===== src/rtl/serial_subtractor.sv =====
// serial_subtractor
//   Multi-cycle unsigned subtractor: o_d = i_a - i_b - i_borrow_in (mod 2^N).
//   Each RUN cycle handles one W-bit chunk, LSB first. A registered borrow links
//   the chunks, so o_valid rises N/W cycles after the accept edge. Only one
//   operation is in flight at a time, and valid/ready handshakes sit on both sides.
//
//   Parameters: N operand width (must be a multiple of W), W chunk width.
//   Ports:
//     i_clk, i_rst_n          clock (rising edge); async active-low reset
//     i_valid / o_ready       operand handshake (o_ready high only in IDLE)
//     i_a, i_b, i_borrow_in   minuend, subtrahend, borrow into bit 0
//     o_valid / i_ready       result handshake (result held while i_ready=0)
//     o_d, o_borrow_out       difference and final borrow (1 iff a < b + bin)
//   Optional (macro SERIAL_SUBTRACTOR_FLAGS_EN):
//     o_zero                  o_d == 0, built up one chunk at a time
//     o_overflow              signed overflow of the subtraction
module serial_subtractor #(
  parameter int unsigned N = 64,
  parameter int unsigned W = 8
) (
  input  logic         i_clk,
  input  logic         i_rst_n,
  input  logic         i_valid,
  output logic         o_ready,
  input  logic [N-1:0] i_a,
  input  logic [N-1:0] i_b,
  input  logic         i_borrow_in,
  output logic         o_valid,
  input  logic         i_ready,
  output logic [N-1:0] o_d,
  output logic         o_borrow_out
`ifdef SERIAL_SUBTRACTOR_FLAGS_EN
  ,
  output logic         o_zero,
  output logic         o_overflow
`endif
);

  localparam int unsigned NCHUNK = N / W;
  localparam int unsigned CW     = (NCHUNK > 1) ? $clog2(NCHUNK) : 1;
  localparam logic [CW-1:0] LAST = CW'(NCHUNK - 1);

  typedef enum logic [1:0] {
    IDLE,
    RUN,
    DONE
  } state_t;

  state_t        state_q;
  logic [N-1:0]  a_q;
  logic [N-1:0]  b_q;
  logic [CW-1:0] cnt_q;
  logic          borrow_q;
  logic [W-1:0]  a_chunk;
  logic [W-1:0]  b_chunk;
  logic [W:0]    diff;

  // The extra top bit of the (W+1)-bit difference is the borrow out of this chunk.
  always_comb begin
    a_chunk = a_q[cnt_q*W +: W];
    b_chunk = b_q[cnt_q*W +: W];
    diff    = {1'b0, a_chunk} - {1'b0, b_chunk} - {{W{1'b0}}, borrow_q};
  end

  always_ff @(posedge i_clk or negedge i_rst_n) begin
    if (!i_rst_n) begin
      state_q      <= IDLE;
      o_ready      <= 1'b1;
      o_valid      <= 1'b0;
      o_d          <= '0;
      o_borrow_out <= 1'b0;
      a_q          <= '0;
      b_q          <= '0;
      cnt_q        <= '0;
      borrow_q     <= 1'b0;
`ifdef SERIAL_SUBTRACTOR_FLAGS_EN
      o_zero       <= 1'b0;
      o_overflow   <= 1'b0;
`endif
    end else begin
      unique case (state_q)
        IDLE: begin
          if (i_valid && o_ready) begin
            a_q      <= i_a;
            b_q      <= i_b;
            borrow_q <= i_borrow_in;
            cnt_q    <= '0;
            o_ready  <= 1'b0;
            state_q  <= RUN;
          end
        end
        RUN: begin
          // o_d is filled in place chunk by chunk; it is only meaningful once o_valid rises.
          o_d[cnt_q*W +: W] <= diff[W-1:0];
          borrow_q          <= diff[W];
`ifdef SERIAL_SUBTRACTOR_FLAGS_EN
          o_zero <= ((cnt_q == '0) ? 1'b1 : o_zero) & (diff[W-1:0] == '0);
`endif
          if (cnt_q == LAST) begin
            o_borrow_out <= diff[W];
            o_valid      <= 1'b1;
            state_q      <= DONE;
`ifdef SERIAL_SUBTRACTOR_FLAGS_EN
            o_overflow   <= (a_q[N-1] != b_q[N-1]) && (diff[W-1] != a_q[N-1]);
`endif
          end else begin
            cnt_q <= cnt_q + 1'b1;
          end
        end
        DONE: begin
          // o_ready comes back one cycle after the result handshake, so it is registered.
          if (i_ready) begin
            o_valid <= 1'b0;
            o_ready <= 1'b1;
            state_q <= IDLE;
          end
        end
        default: begin
          state_q <= IDLE;
          o_ready <= 1'b1;
          o_valid <= 1'b0;
        end
      endcase
    end
  end

endmodule


===== config.mk =====
export PLATFORM = sky130hd
export DESIGN_NAME = serial_subtractor
export DESIGN_NICKNAME = d
export VERILOG_FILES = /design/src/rtl/serial_subtractor.sv
export SDC_FILE = /design/constraint.sdc
export NUM_CORES = 1
export LEC_CHECK = 0
export ABC_AREA = 1
export ABC_CLOCK_PERIOD_IN_PS = 6000
export CAP_MARGIN = 20
export CORE_AREA = 4 4 137 139
export CTS_CLUSTER_SIZE = 30
export DETAILED_ROUTE_END_ITERATION = 12
export DIE_AREA = 0 0 141 143
export GPL_ROUTABILITY_DRIVEN = 0
export PLACE_DENSITY = 0.86
export SYNTH_ARGS = -nofsm -noshare
export SYNTH_HDL_FRONTEND = slang
export SYNTH_SLANG_ARGS = --single-unit

===== constraint.sdc =====
create_clock -name i_clk -period 6 [get_ports i_clk]
set_input_delay 1.2 -clock i_clk [delete_from_list [all_inputs] [get_ports i_clk]]
set_output_delay 1.2 -clock i_clk [all_outputs]
set_load 0.01 [all_outputs]

==> metrics.txt, run 1 <==
status=complete, no violations; Synth Flop Type=dfrtp_1; post-DR wirelength/cell=16.3 um; H-tree lvl count=1; Final Setup Violations=0; count leader, synth=nand2_1; CP max-delay cell=dfrtp_1; average vias per placed instance=5.41; Ant. Diodes=0; CTS max path bufs=3; Synth area leaders=dfrtp_1 (53%), nand2_1 (19%), o21ai_0 (4.4%); final period utilization=between 60% and 70%; top sig layer=met4; Crit path largest cell delay=0.75 ns; Max Clock Freq=262 MHz; share of layout cells above drive strength 1=5.95%; CP Data Required Time=6.37 ns; Syn Area/Cell=between 8 and 9 um2; Synth top cells by count=nand2_1 (487), dfrtp_1 (200), nor2_1 (91), o21ai_0 (84), inv_1 (61); DR pass1 iterations=5; Async SR Flop Fraction=100%; total of max-cap violations=0; die area=20,200 um2; worst hold margin=0.470 ns; initial cell density of the core=a little over half; initial antenna violation count=0; NumNets Final=between 1,500 and 2,000; largest net degree at the start of global routing=roughly 110; critical path, cell by cell=inv_1, o211ai_1, fa_1, inv_1, fa_1, o21ai_1, nand2_1, a21oi_1, o21ai_1, xor2_1, nor2_1, nand3_1, nand2_1; row cnt=49; Hold Vio Cnt, Final=0; Slew HR=between 30% and 40%; CTS tree=built; PortBufs=199; multiplexer share of the synthesized area=0%; gr usage total=25.4%; IO Pins=200; crit path kind=reg -> reg; crit end category=register; crit start category=register; syn nets=1,330; end of the worst register-to-register path=o_d[54]$_DFFE_PN0P_; clock skew=0.0125 ns; clock root buffer=clkbuf_16; Die Span X=141 um; routed length on met3=2010 um; R2R cell count=13; minimum clock period=3.81 ns; RR Startpoint=cnt_q[2]$_DFFE_PN0P_; Hold Path Class=reg -> reg; CP Buf/Inv Count=2; slack of the worst reg-to-reg path=2.19 ns; Gate Count Post-Synth=between 1,000 and 1,500; Synth Area in Simple Gates=28.9%; synth warn=0; CP top delay family=compound AO/OA/AOI/OAI gates; HPWL after detailed placement=approximately 18,000 um; peak supply drop=roughly 0.43 mV; Die Span Y=143 um; Post-synth EDFFs=0; routed vias=8,610; first-pass GRT wire length=41,800 um; post-synth top area cell=dfrtp_1; Stages on worst setup path=13; clock sinks=approximately 200; # hold bufs at CTS=0; area grow syn2layout=29.7%; Seq/Total Area, Yosys=between 50% and 60%; Worst-Margin Slew=0.944 ns; unique cell type count in the Yosys netlist=about 40; XOR/XNOR share of the synthesized area=0.448%; total wire length=25,900 um; Synth Area in Compound Gates=9.22%; CP endpoint=o_d[54]$_DFFE_PN0P_; largest family of logic cells by synthesized area=simple AND/OR/NAND/NOR gates; critical path peak fanout=21; number of global-route vias before repair=8,547; PD cells=635 nW/um2; Max Slew Vio Count=0; clk slew on worst S/H paths=around 0.060 ns; DRC=0; Post-CTS Resized=0; Crit path arrival time=4.18 ns; M1 WL=10,500 um; Routed Antenna Nets=0; DRT iter0 DRCs=~760; WL met2=roughly 12,000 um; static leakage=0.00600 uW; Mapped Area=9500 um2; Inserted Clock Buffers=21; Post CTS Setup Buffer Count=0; Post-Synth Adder-Cell Area=2.92%; Core ar.=~18,000 um2; Clock Latency Late Sink=0.49 ns; post-synth top area share=52.7%; RSZ-0062 raised after global routing=no; crit path launch=cnt_q[2]$_DFFE_PN0P_; Setup TNS=0 ns; filler cell count=1,395; Tot Pwr=7830 uW; #FFs+latches synth=around 200; total gr overflow=0
## placed cells by master (no fill, tap or decap), types with 2 or more instances in the layout
cell type,count
a21oi_1,21
a21oi_2,2
a31oi_1,3
and2_1,2
buf_4,5
bufinv_16,3
clkbuf_1,9
clkbuf_16,21
clkbuf_8,3
clkdlybuf4s50_1,198
dfrtp_1,199
fa_1,2
ha_1,19
inv_1,61
inv_2,11
inv_4,2
nand2_1,487
nand2_2,4
nand2_4,2
nand3_1,26
nand3_2,3
nand4_1,9
nor2_1,91
nor2_2,3
nor3_1,10
nor4_2,2
nor4_4,4
o211ai_1,6
o21ai_0,84
o21ai_1,21
o221ai_1,7
o22ai_1,14
or2_1,7
or2_2,7
xor2_1,2
## final cells by class
| class | count | area [um2] | area share [%] |
|---|---|---|---|
| multi-input cells | 845 | 3960 | 32.1 |
| well taps | 229 | 287 | 2.33 |
| inverters | 74 | 283 | 2.29 |
| clock inverters | 4 | 95.1 | 0.772 |
| flip-flops and latches | 201 | 5030 | 40.8 |
| repair buffers | 206 | 2080 | 16.9 |
| clock buffers | 32 | 587 | 4.76 |
## metal layers
layer	global-route usage, %	vias up
li1	-	4072
met1	34.0	4062
met2	43.0	412
met3	3.72	64
met4	8.72	0
met5	0	-
## registers in the layout (all words and copies together) (netlist names)
signal,count
o_borrow_out,1
cnt_q,3
state_q,2
o_ready,1
b_q,64
o_d,64
a_q,64
borrow_q,1
o_valid,1
## cells by family (layout without fill, tap and decap cells)
kind of cell    count (synthesis)  after routing
compound gates                160            160
fa+ha+maj                      21             21
flops                         201            201
simple gates                  660            660
buf+inv                       130            316
xor+xnor                        4              4
## power by group
group / switching (uW) / internal (uW)
clock network: 510 / 800
registers: 345 / 1960
logic: 2640 / 1570
total: 3500 / 4330
## tightest hold or removal path, cell delays in order (launching register included)
cell	delay (ns)
dfrtp_1	0.34
nand2_1	0.05
nand2_1	0.04
## how the worst min path moves through the flow
stage | start | end | slack, ns | depth (start not counted)
3_5_place_dp | o_d[18]$_DFFE_PN0P_ | o_d[18]$_DFFE_PN0P_ | 0.46 | 2
6_report | o_d[18]$_DFFE_PN0P_ | o_d[18]$_DFFE_PN0P_ | 0.47 | 2
2_1_floorplan | a_q[1]$_DFFE_PN0P_ | a_q[1]$_DFFE_PN0P_ | 0.44 | 2
4_1_cts | o_d[18]$_DFFE_PN0P_ | o_d[18]$_DFFE_PN0P_ | 0.47 | 2
3_3_place_gp | b_q[9]$_DFFE_PN0P_ | b_q[9]$_DFFE_PN0P_ | 0.46 | 2
5_1_grt | o_d[18]$_DFFE_PN0P_ | o_d[18]$_DFFE_PN0P_ | 0.48 | 2
## stage by stage
stage / utilization [%] / cells / setup slack, ns / area, um2
floorplan: - / 1176 / 3.05 / 9500
global placement: 65.7 / 1553 / 2.19 / 11600
detailed placement: 65.8 / 1554 / 2.16 / 11600
CTS: 69.7 / 1590 / 2.10 / 12300
global route: 69.8 / 1591 / 1.96 / 12300
finish: 69.8 / 1591 / 2.19 / 12300
(Power assumes the default switching activity.)
==> run 2, diff against run 1 <==
- ABC_CLOCK_PERIOD_IN_PS: 6000 -> 3300
- CORE_AREA: 4 4 137 139 -> 4 4 148 150
- DIE_AREA: 0 0 141 143 -> 0 0 152 154
- PLACE_DENSITY: 0.86 -> 0.78
- clock period: 6 -> 3.3 ns (I/O delays scaled with it)
==> run 2 against run 1 <==
  * Flip-flop and latch count stayed put
  * Combinational power is 100% higher
  * Setup slack worse by 2.1 ns
  * Die area is 16% higher
  * Wire length is 5.9% higher
  * Maximum frequency is 20% higher
  * Register-to-register slack worse by 2.1 ns
  * Core utilization is 8.5 points lower
  * First-iteration DRC count is 0.92% higher
  * Design area is 2.9% higher
  * Total power is 93% higher
==> metrics.txt, run 2 (synthesis gave the netlist of run 1 again) <==
# hold bufs at CTS=0; row cnt=53; Die Span X=152 um; NumNets Final=1,527; CTS tree=built; final period utilization=96.4%; Placed Cells=1,618; Tot Pwr=15,100 uW; DR pass1 iterations=5; minimum clock period=3.18 ns; Place WS=0.0749 ns; share of layout cells above drive strength 1=9.24%; Die Span Y=around 150 um; most frequent cells in the layout=nand2_1 (486), dfrtp_1 (199), clkdlybuf4s50_1 (198), nor2_1 (89), o21ai_0 (83); PortBufs=between 150 and 200; total of max-cap violations=0; commonest non-fill, non-tap cell in the layout=nand2_1; clock share of power=15.1%; Ant. Diodes=0; HPWL after detailed placement=19,800 um; largest net degree at the start of global routing=125; Hold Path Class=in -> async; Slew HR=54.4%; Core ar.=20,700 um2; R2R cell count=17; total wire length=27,400 um; Max Clock Freq=314 MHz; DRC=0; Worst-Margin Slew=0.684 ns; crit end category=register; crit start category=register; initial cell density of the core=45.9%; Inserted Clock Buffers=21; non-filler instance count after layout=1,660; die area=23,400 um2; gr usage total=22.4%; static leakage=0.00614 uW; area grow syn2layout=33.4%; post-route worst setup slack=0.118 ns; clock sinks=201; Logic pwr share=56.4%; sequential share of power=28.5%; Max Slew Vio Count=0; Clock Latency Late Sink=0.50 ns; critical path peak fanout=15; Routed Antenna Nets=0; clock root buffer=clkbuf_16; post-DR wirelength/cell=16.5 um; filler cell count=1,801; multi-input logic area=4040 um2; CP Data Required Time=between 3 and 4 ns; switching power total=around 6800 uW; IO Pins=200; initial antenna violation count=0; P_int=8290 uW; Crit path arrival time=3.62 ns; peak supply drop=0.816 mV; largest registers=a_q (64), b_q (64), o_d (64); Setup TNS=0 ns; number of global-route vias before repair=roughly 8,300; slack of the worst reg-to-reg path=~0.12 ns; sw frac=around 45%; final core occ=about three fifths; Hold Vio Cnt, Final=0; clk slew on worst S/H paths=~0.060 ns; DRT iter0 DRCs=764; clock skew=0.00993 ns; Sequential Area=about 5000 um2; CTS max path bufs=3; Final Setup Violations=0; first-pass GRT wire length=43,100 um; total gr overflow=0; PD cells=1190 nW/um2; H-tree lvl count=1; routed vias=8,665; crit path kind=reg -> reg; average vias per placed instance=5.22; status=complete, no violations
run 2: worst max-delay path, cell delays in order, from the launching register on:
cell	delay [ns]
dfrtp_2	0.45
clkinv_4	0.10
buf_12	0.15
a21oi_4	0.12
a22oi_2	0.07
o211ai_1	0.35
fa_2	0.29
inv_2	0.05
fa_2	0.39
o21ai_2	0.13
nand2_2	0.08
a21oi_2	0.16
o21ai_2	0.10
xor2_2	0.17
buf_4	0.16
nor2_4	0.17
nand3_2	0.08
nand2_1	0.10
run 2: path summary, 6_finish.rpt:
path | endpoint | startpoint
max | o_d[62]$_DFFE_PN0P_ | cnt_q[0]$_DFFE_PN0P_
min | o_d[9]$_DFFE_PN0P_ | i_rst_n
max reg2reg | o_d[62]$_DFFE_PN0P_ | cnt_q[0]$_DFFE_PN0P_
min reg2reg | o_d[50]$_DFFE_PN0P_ | o_d[50]$_DFFE_PN0P_
max in group asynchronous | a_q[14]$_DFFE_PN0P_ | i_rst_n
min in group i_clk | o_d[50]$_DFFE_PN0P_ | o_d[50]$_DFFE_PN0P_
run 2: routing by layer:
metal,vias up,GRT usage (%),wire length (um)
met5,-,0,0
met4,0,5.74,813
met3,61,4.48,2300
met2,411,37.4,13200
met1,4062,30.1,11100
li1,4131,-,-
run 2: power groups by stage:
stage	combinational (uW)	sequential, uW	clock, uW
floorplan	5000	4190	0
global placement	7370	4300	0
detailed placement	7630	4300	0
CTS	7760	4280	2310
global route	9410	4410	2420
finish	8530	4300	2280
run 2: stage by stage:
stage                     hold WS [ns]  area [um2]
after detailed placement         0.461       11800
after global placement           0.459       11800
after global routing             0.240       12700
after CTS                        0.219       12500
final                            0.198       12700
after floorplan                  0.364        9500
run 2: cell type report:
cell class | instances | share of cell area, %
flip-flops and latches | 201 | 39.7
multi-input cells | 845 | 31.9
inverters | 74 | 2.29
clock inverters | 2 | 0.109
clock buffers | 33 | 5.13
well taps | 275 | 2.71
repair buffers | 230 | 18.2
run 2: what timing repair did:
action / CTS / global route
setup endpoints to repair: 3 / 22
pin swaps: 0 / 12
gates cloned: 0 / 1
buffers inserted: 0 / 6
gates resized for setup: 1 / 36
==> run 3, diff against run 2 <==
- CTS_CLUSTER_SIZE: 30 -> 20
==> results of run 3 <==
Final layout, timing and power as in run 2 (identical DEF).
